`src/rtl/alu_mul_seq.sv`:
```
// Shift-and-add multiplier sequencer that borrows the shared execute-stage ALU
// to produce the low WIDTH bits of op_a*op_b, stalling the pipeline while busy.
module alu_mul_seq #(
  parameter int         WIDTH        = 32,
  parameter logic [3:0] FOP_ADD_CODE = 4'd0
) (
  input  logic             clk,
  input  logic             nRst,
  input  logic             start,
  input  logic             flush,
  input  logic [WIDTH-1:0] op_a,
  input  logic [WIDTH-1:0] op_b,
  output logic             busy,
  output logic             done,
  output logic [WIDTH-1:0] product,
  output logic             alu_own,
  output logic [WIDTH-1:0] alu_rda,
  output logic [WIDTH-1:0] alu_rdb,
  output logic [3:0]       alu_fop,
  input  logic [WIDTH-1:0] alu_result
);

  localparam int CW = $clog2(WIDTH);

  typedef enum logic [1:0] {IDLE, RUN, DONE} state_t;

  state_t           state;
  state_t           state_next;
  logic [WIDTH-1:0] acc;
  logic [WIDTH-1:0] mcand;
  logic [WIDTH-1:0] mplier;
  logic [CW-1:0]    count;
  logic [WIDTH-1:0] product_q;
  logic [WIDTH-1:0] acc_step;
  logic             last_step;
  logic             zero_operand;

  // The ALU adds acc+mcand; the sum is only kept when the current multiplier bit is set.
  assign acc_step     = mplier[0] ? alu_result : acc;
  assign last_step    = ((mplier >> 1) == '0) || (count == CW'(WIDTH - 1));
  assign zero_operand = (op_a == '0) || (op_b == '0);

  always_comb begin
    state_next = state;
    if (flush) begin
      state_next = IDLE;
    end else begin
      case (state)
        IDLE: if (start) state_next = zero_operand ? DONE : RUN;
        RUN:  if (last_step) state_next = DONE;
        DONE: state_next = IDLE;
        default: state_next = IDLE;
      endcase
    end
  end

  always_comb begin
    busy    = (state != IDLE);
    done    = (state == DONE);
    alu_own = (state == RUN);
    alu_rda = '0;
    alu_rdb = '0;
    alu_fop = '0;
    if (alu_own) begin
      alu_rda = acc;
      alu_rdb = mcand;
      alu_fop = FOP_ADD_CODE;
    end
  end

  assign product = product_q;

  // A flush only redirects the FSM; datapath registers are left as they are.
  always_ff @(posedge clk or negedge nRst) begin
    if (!nRst) begin
      state     <= IDLE;
      acc       <= '0;
      mcand     <= '0;
      mplier    <= '0;
      count     <= '0;
      product_q <= '0;
    end else begin
      state <= state_next;
      if (!flush) begin
        case (state)
          IDLE: begin
            if (start) begin
              acc    <= '0;
              mcand  <= op_a;
              mplier <= op_b;
              count  <= '0;
              if (zero_operand) product_q <= '0;
            end
          end
          RUN: begin
            acc    <= acc_step;
            mcand  <= mcand << 1;
            mplier <= mplier >> 1;
            count  <= count + 1'b1;
            if (last_step) product_q <= acc_step;
          end
          default: ;
        endcase
      end
    end
  end

endmodule

```
`config.mk`:
```
export PLATFORM = sky130hd
export DESIGN_NAME = alu_mul_seq
export DESIGN_NICKNAME = d
export VERILOG_FILES = /design/src/rtl/alu_mul_seq.sv
export SDC_FILE = /design/constraint.sdc
export NUM_CORES = 1
export LEC_CHECK = 0
export CORE_MARGIN = 2
export CORE_UTILIZATION = 50
export CTS_BUF_LIST = sky130_fd_sc_hd__clkbuf_2
export CTS_CLUSTER_DIAMETER = 150
export DETAILED_ROUTE_END_ITERATION = 12
export PLACE_DENSITY = 0.93
export REMOVE_ABC_BUFFERS = 1
export SLEW_MARGIN = 15
export SYNTH_ARGS = -nofsm -noshare
export SYNTH_HDL_FRONTEND = slang
export SYNTH_SLANG_ARGS = --single-unit
```
`constraint.sdc`:
```
create_clock -name clk -period 1.9 [get_ports clk]
set_input_delay 0.38 -clock clk [delete_from_list [all_inputs] [get_ports clk]]
set_output_delay 0.38 -clock clk [all_outputs]
set_load 0.05 [all_outputs]
```
==> results of run 1 <==
[logic make-up after synthesis]
group | count (synthesis)
compound gates | 155
fa+ha+maj | 2
buf+inv | 65
flops | 135
mux | 65
other cells | 1
simple gates | 269
[metrics by stage]
stage	util [%]	std cells	area [um^2]	TNS [ns]	setup WS, ns
2_1_floorplan	-	632	6750	-612.48	-4.02
3_3_place_gp	70.8	1062	9870	-18.43	-0.565
3_5_place_dp	70.8	1062	9870	-19.05	-0.590
4_1_cts	77.8	1119	10800	-29.56	-0.459
5_1_grt	79.8	1124	11100	-35.44	-0.506
6_report	79.8	1124	11100	-25.87	-0.409
[cell usage after synthesis (all sizes together) (6+ instances only)]
library cell  instances
buf                  42
nand2                83
clkbuf               20
nor4                 23
and2                 64
mux2i                65
nand4                 6
dfrtp               135
o2bb2ai              32
a31oi                31
a221o                15
nor3b                15
a21oi                17
a22o                 35
nor2                 68
o21ai                20
[sequential cells by signal, summed over array words and instances (netlist names)]
signal and cells:
acc 32, count 5, mcand 32, mplier 32
product 32, state 2
[placed cells by master, fill, tap and decap left out, types with 4 or more instances in the layout]
cell type        instances
a21oi_1                 17
a221o_1                 15
a22o_1                  35
a31oi_1                 31
and2_4                  64
buf_12                  62
buf_16                   6
buf_4                   75
buf_6                   16
buf_8                   16
clkbuf_2                18
clkdlybuf4s50_1         98
clkinvlp_4               5
conb_1                   4
dfrtp_1                127
dfrtp_2                  8
mux2i_1                 47
mux2i_2                  9
mux2i_4                  9
nand2_1                 83
nand4_1                  6
nor2_1                  67
nor3b_1                 15
nor4_1                  19
nor4_2                   4
o21ai_0                 18
o2bb2ai_1                4
o2bb2ai_2               28
[layout make-up]
type                    count  area share [%]
multi-input cells         495            33.5
flip-flops and latches    135            30.5
repair buffers            280            31.6
well taps                 180            2.03
inverters                   2           0.180
clock inverters            14            1.43
clock buffers              18           0.810
[power by group]
part	total [mW]	internal (mW)	switching [mW]
sequential	5.33	4.12	1.21
combinational	10.7	4.88	5.86
clock	1.81	0.721	1.09
total	17.9	9.71	8.16
[metal layers]
layer  track usage (%)  vias up  share of wire (%)  routed length, um
met3              7.51       60                6.0               1350
met2              47.2      263                 50              11300
met5                 0        -                  0                  0
met1              36.3     3161                 40               8870
li1                  -     2978                  -                  -
met4              13.0        0                3.8                846
[repair_timing]
action                                  4_1_cts  5_1_grt
gates resized for setup                     120       61
endpoints found under the setup margin      101      106
cloned                                        9        3
setup buffers                                15        6
endpoints found under the hold margin       135        0
hold buffers                                  1        0
pin swaps                                    31       17
[how the worst min path moves through the flow]
stage	startpoint	to	slack (ns)
final	nRst	product[20]$_DFFE_PN0P_	0.14
after detailed placement	nRst	product[20]$_DFFE_PN0P_	0.36
after global placement	nRst	acc[18]$_DFFE_PN0P_	0.37
after floorplan	nRst	acc[0]$_DFFE_PN0P_	0.08
after global routing	nRst	product[22]$_DFFE_PN0P_	0.11
after CTS	nRst	product[11]$_DFFE_PN0P_	0.12
==> flow_metrics.py, run 1 <==
metrics = {
    "worst_setup_path": {
        "reg2reg_depth": 7,
        "worst_setup_path_start_kind": "flip-flop",
        "crit_arrival_ns": 1.93,
        "critPathTopFamily": "flip-flops",
        "cp.required_ns": 1.52,
        "crit_cells": 5,
        "crit_end": "alu_rdb[15]",
        "reg2reg_from": "mplier[30]$_DFFE_PN0P_",
        "crit_path_end_kind": "output port",
        "crit_buf_inv": 3,
        "crit_fanout": 9,
        "setup.worst_path.start": "state[0]$_DFFE_PN0P_",
        "r2r_end": "product[3]$_DFFE_PN0P_",
        "crit_path_top_delay_cell": "dfrtp_2",
        "critical_path.max_stage_delay_ns": 0.48,
        "criticalPathCategory": "reg2out",
        "path_cells": "nand2b_4 -> clkinv_8 -> buf_16 -> and2_4 -> buf_8",
        "rrSetupSlack_ns": -0.05,
    },
    "detailed_routing": {
        "antenna_left": 0,
        "vias_per_cell": 5.75,
        "avgRoutedWirePerCell_um": 19.9,
        "wl_mm": 22.3,
        "firstDrtPassIters": 7,
        "initialDrtViolationCount": 518,
        "drc": 0,
        "vias": 6462,
    },
    "grt": {
        "grt.overflow.total": 0,
        "grt_max_degree": 82,
        "antenna_found_initial": 0,
        "grt_pass1_wl_mm": 33.7,
        "grt_usage_pct": 29.0,
        "grt_pass1_vias": 6443,
    },
    "clock_network": {
        "cts_tree": "done",
        "clock_sinks": 135,
        "cts_max_level": 4,
        "clk_pin_slew_ns": 0.21,
        "root_buffer": "clkbuf_2",
        "clock_path_buffers": 2,
        "tritoncts.num_buffers": 17,
        "clk_latency_ns": 0.72,
    },
    "floorplan": {
        "die_area_mm2": 0.0153,
        "die_x_um": 124,
        "start_util_pct": 51.4,
        "die_h_um": 124,
        "rows": 43,
        "ioPinCount": 203,
        "core_area_mm2": 0.0139,
    },
    "yosys": {
        "synth_xor_area_share_pct": 0,
        "yosys-top-cells-area": "dfrtp_1 (47%), mux2i_1 (9.1%), o2bb2ai_2 (5.9%)",
        "yosys.area_share.simple_pct": 18.5,
        "seq_area_frac_synth_pct": 47.2,
        "synth-seq-cells": 135,
        "syn_avg_cell_area_um2": 10.4,
        "syn_inst": 692,
        "synth.top_cell.area_share_pct": 47.2,
        "ys_warn_count": 0,
        "synth_compound_area_share_pct": 18.8,
        "synth_cell_type_count": 41,
        "synth_area_mm2": 0.00716,
        "synth_mux_area_share_pct": 9.08,
        "async_reset_ff_share_pct": 100,
        "synthAdderAreaFrac_pct": 0.349,
        "yosys.area.top_type": "dfrtp_1",
        "yosys_most_used_dff": "dfrtp_1",
        "synth_edf_count": 0,
        "synth_top_family_by_area": "compound AO/OA/AOI/OAI gates",
    },
    "cells_and_area": {
        "antenna_cells": 0,
        "num-nets-final": 1033,
        "multi_input_area_mm2": 0.00372,
        "area_growth_pct": 55.2,
        "drive_gt1_share_pct": 36.2,
        "regArea_mm2": 0.00339,
        "n_fill_cell": 777,
    },
    "min_path": {
        "min_path_type": "in2async",
    },
    "timing": {
        "period_minus_slack_ns": 2.31,
        "layout_setup_ws_ns": -0.409,
        "grt_setup_unrepaired": "true",
        "fin_skew_ns": 0.0321,
        "finalMaxSlewViolations": 0,
        "slew-limit-headroom_pct": 65.5,
        "setup_viol": 78,
        "tightest_slew_ns": 0.518,
        "finalHoldViolCount": 0,
        "fmax_mhz": 433,
        "whs_ns": 0.138,
        "timing.final.crit_share_pct": 122,
    },
    "pwr": {
        "p_per_area_mw_per_mm2": 1610,
        "power_leakage_nw": 4.81,
        "peakVddDrop_mv": 0.976,
        "fin_total_pwr_mw": 17.9,
    },
    "placed_design": {
        "port_buffers": 198,
        "gp_congestion": 0.861,
        "hpwl_mm": 13.6,
    },
    "status": {
        "outcome": "complete, but fails checks",
        "violations": "setup timing",
    },
    "job": {
        "maxCapViolCount": 0,
    },
}
(Power assumes the default switching activity.)
==> run 2, diff against run 1 <==
- CORE_UTILIZATION: 50 -> 38
- PLACE_DENSITY: 0.93 -> 0.76
==> run 2 against run 1 <==
Against the previous run:
- the run still ends with setup timing left
- clock-buffer cell count is 1 lower
- flip-flop and latch count stayed put
- sequential power hardly changed
==> flow_metrics.py, run 2 (synthesized netlist as in run 1, its figures left out) <==
metrics = {
    "clock_network": {
        "cts_tree": "done",
        "cts_max_level": 4,
        "clock_path_buffers": 2,
        "clock_sinks": 135,
        "root_buffer": "clkbuf_2",
        "tritoncts.num_buffers": 17,
        "clk_pin_slew_ns": 0.20,
        "clk_latency_ns": 0.69,
    },
    "timing": {
        "fin_skew_ns": 0.0350,
        "slew-limit-headroom_pct": 66.4,
        "setup_viol": 93,
        "layout_setup_ws_ns": -0.359,
        "fmax_mhz": 443,
        "finalHoldViolCount": 0,
        "whs_ns": 0.179,
        "grt_setup_unrepaired": "true",
        "finalMaxSlewViolations": 0,
        "tightest_slew_ns": 0.504,
        "period_minus_slack_ns": 2.26,
        "timing.final.crit_share_pct": 119,
    },
    "cells_and_area": {
        "antenna_cells": 0,
        "layout_common_cells": "dfrtp_1 (129), clkdlybuf4s50_1 (98), buf_4 (89), nand2_1 (83), buf_12 (68)",
        "num-nets-final": 1037,
        "area_growth_pct": 55.5,
        "drive_gt1_share_pct": 36.6,
        "final_common_cell": "dfrtp_1",
    },
    "floorplan": {
        "die_area_mm2": 0.0200,
        "die_h_um": 141,
        "start_util_pct": 38.6,
        "core_area_mm2": 0.0186,
        "ioPinCount": 203,
        "rows": 50,
        "die_x_um": 141,
    },
    "detailed_routing": {
        "firstDrtPassIters": 5,
        "antenna_left": 0,
        "vias": 6276,
        "vias_per_cell": 5.31,
        "drc": 0,
        "initialDrtViolationCount": 326,
        "wl_mm": 21.5,
        "avgRoutedWirePerCell_um": 18.2,
    },
    "grt": {
        "grt.overflow.total": 0,
        "grt_pass1_wl_mm": 33.8,
        "antenna_found_initial": 0,
        "grt_pass1_vias": 6231,
        "grt_max_degree": 82,
        "grt_usage_pct": 21.4,
    },
    "worst_setup_path": {
        "criticalPathCategory": "reg2out",
        "reg2reg_depth": 8,
        "reg2reg_from": "mplier[17]$_DFFE_PN0P_",
        "critical_path.max_stage_delay_ns": 0.43,
        "rrSetupSlack_ns": -0.10,
        "path_cells": "nand2b_4 -> clkinv_8 -> buf_16 -> and2_4 -> buf_12",
        "crit_path_top_delay_cell": "dfrtp_1",
        "crit_buf_inv": 3,
        "worst_setup_path_start_kind": "flip-flop",
        "cp.required_ns": 1.52,
        "crit_path_end_kind": "output port",
        "crit_fanout": 19,
        "r2r_end": "product[27]$_DFFE_PN0P_",
        "critPathTopFamily": "flip-flops",
        "crit_arrival_ns": 1.88,
    },
    "job": {
        "maxCapViolCount": 0,
    },
    "placed_design": {
        "post-place-ws_ns": -0.669,
        "hpwl_mm": 13.7,
        "gp_congestion": 0.844,
        "port_buffers": 198,
    },
    "pwr": {
        "peakVddDrop_mv": 0.803,
        "p_per_area_mw_per_mm2": 1540,
        "power_leakage_nw": 4.76,
    },
    "min_path": {
        "min_path_type": "in2async",
    },
    "status": {
        "violations": "setup timing",
        "outcome": "complete, but fails checks",
    },
}
## run 2: changes by cell type in the layout (fill, tap and decap cells not counted), sizes merged
cell / delta
clkbuf: -2
buf: +6
bufinv: -3
bufbuf: -1
clkinv: +2
clkinvlp: +2
## run 2: layer usage
layer / vias up / GRT usage (%) / routed length [um]
met1: 3056 / 28.7 / 9450
li1: 2971 / - / -
met2: 227 / 33.9 / 10100
met5: - / 0 / 0
met4: 0 / 5.74 / 365
met3: 22 / 6.41 / 1560
## run 2: how the worst max path moves through the flow
stage / startpoint / endpoint / cells past startpoint
after floorplan: state[0]$_DFFE_PN0P_ / mcand[16]$_DFFE_PN0P_ / 5
after global placement: op_a[23] / product[0]$_DFFE_PN0P_ / 8
after detailed placement: op_a[26] / product[12]$_DFFE_PN0P_ / 9
after CTS: state[1]$_DFFE_PN0P_ / alu_rda[12] / 5
after global routing: state[1]$_DFFE_PN0P_ / alu_rda[13] / 5
final: state[1]$_DFFE_PN0P_ / alu_rda[24] / 5
## run 2: final cells by class
cell class	instances	area, um^2
fill	1498	7440
clock inverter	15	90.1
timing repair buffer	284	3490
tap	234	293
clock buffer	17	85.1
sequential	135	3390
inverter	2	20.0
multi-input combinational	495	3770
## run 2: repair_timing
item,4_1_cts,5_1_grt
buffers inserted,14,6
endpoints found under the setup margin,91,101
pin swaps,43,39
endpoints found under the hold margin,101,0
resized for setup,102,41
cloned,7,2
hold buffers,1,0
## run 2: where the power goes
| group | internal (mW) | total (mW) | switching (mW) |
|---|---|---|---|
| Sequential | 4.11 | 5.30 | 1.19 |
| Combinational | 4.76 | 10.5 | 5.75 |
| Clock | 0.307 | 1.39 | 1.08 |
| Total | 9.18 | 17.2 | 8.02 |
## run 2: through the flow
stage          cell area, um^2  util, %  power (mW)  setup TNS (ns)  cells
6_report                 11100     59.9        17.2          -23.22   1182
5_1_grt                  11100     59.9        18.1          -35.04   1182
4_1_cts                  10900     58.6        16.8          -26.39   1176
3_5_place_dp             10100     54.1        14.4          -21.55   1122
3_3_place_gp             10100     54.1        14.2          -23.64   1122
2_1_floorplan             6750        -        10.6         -612.48    632
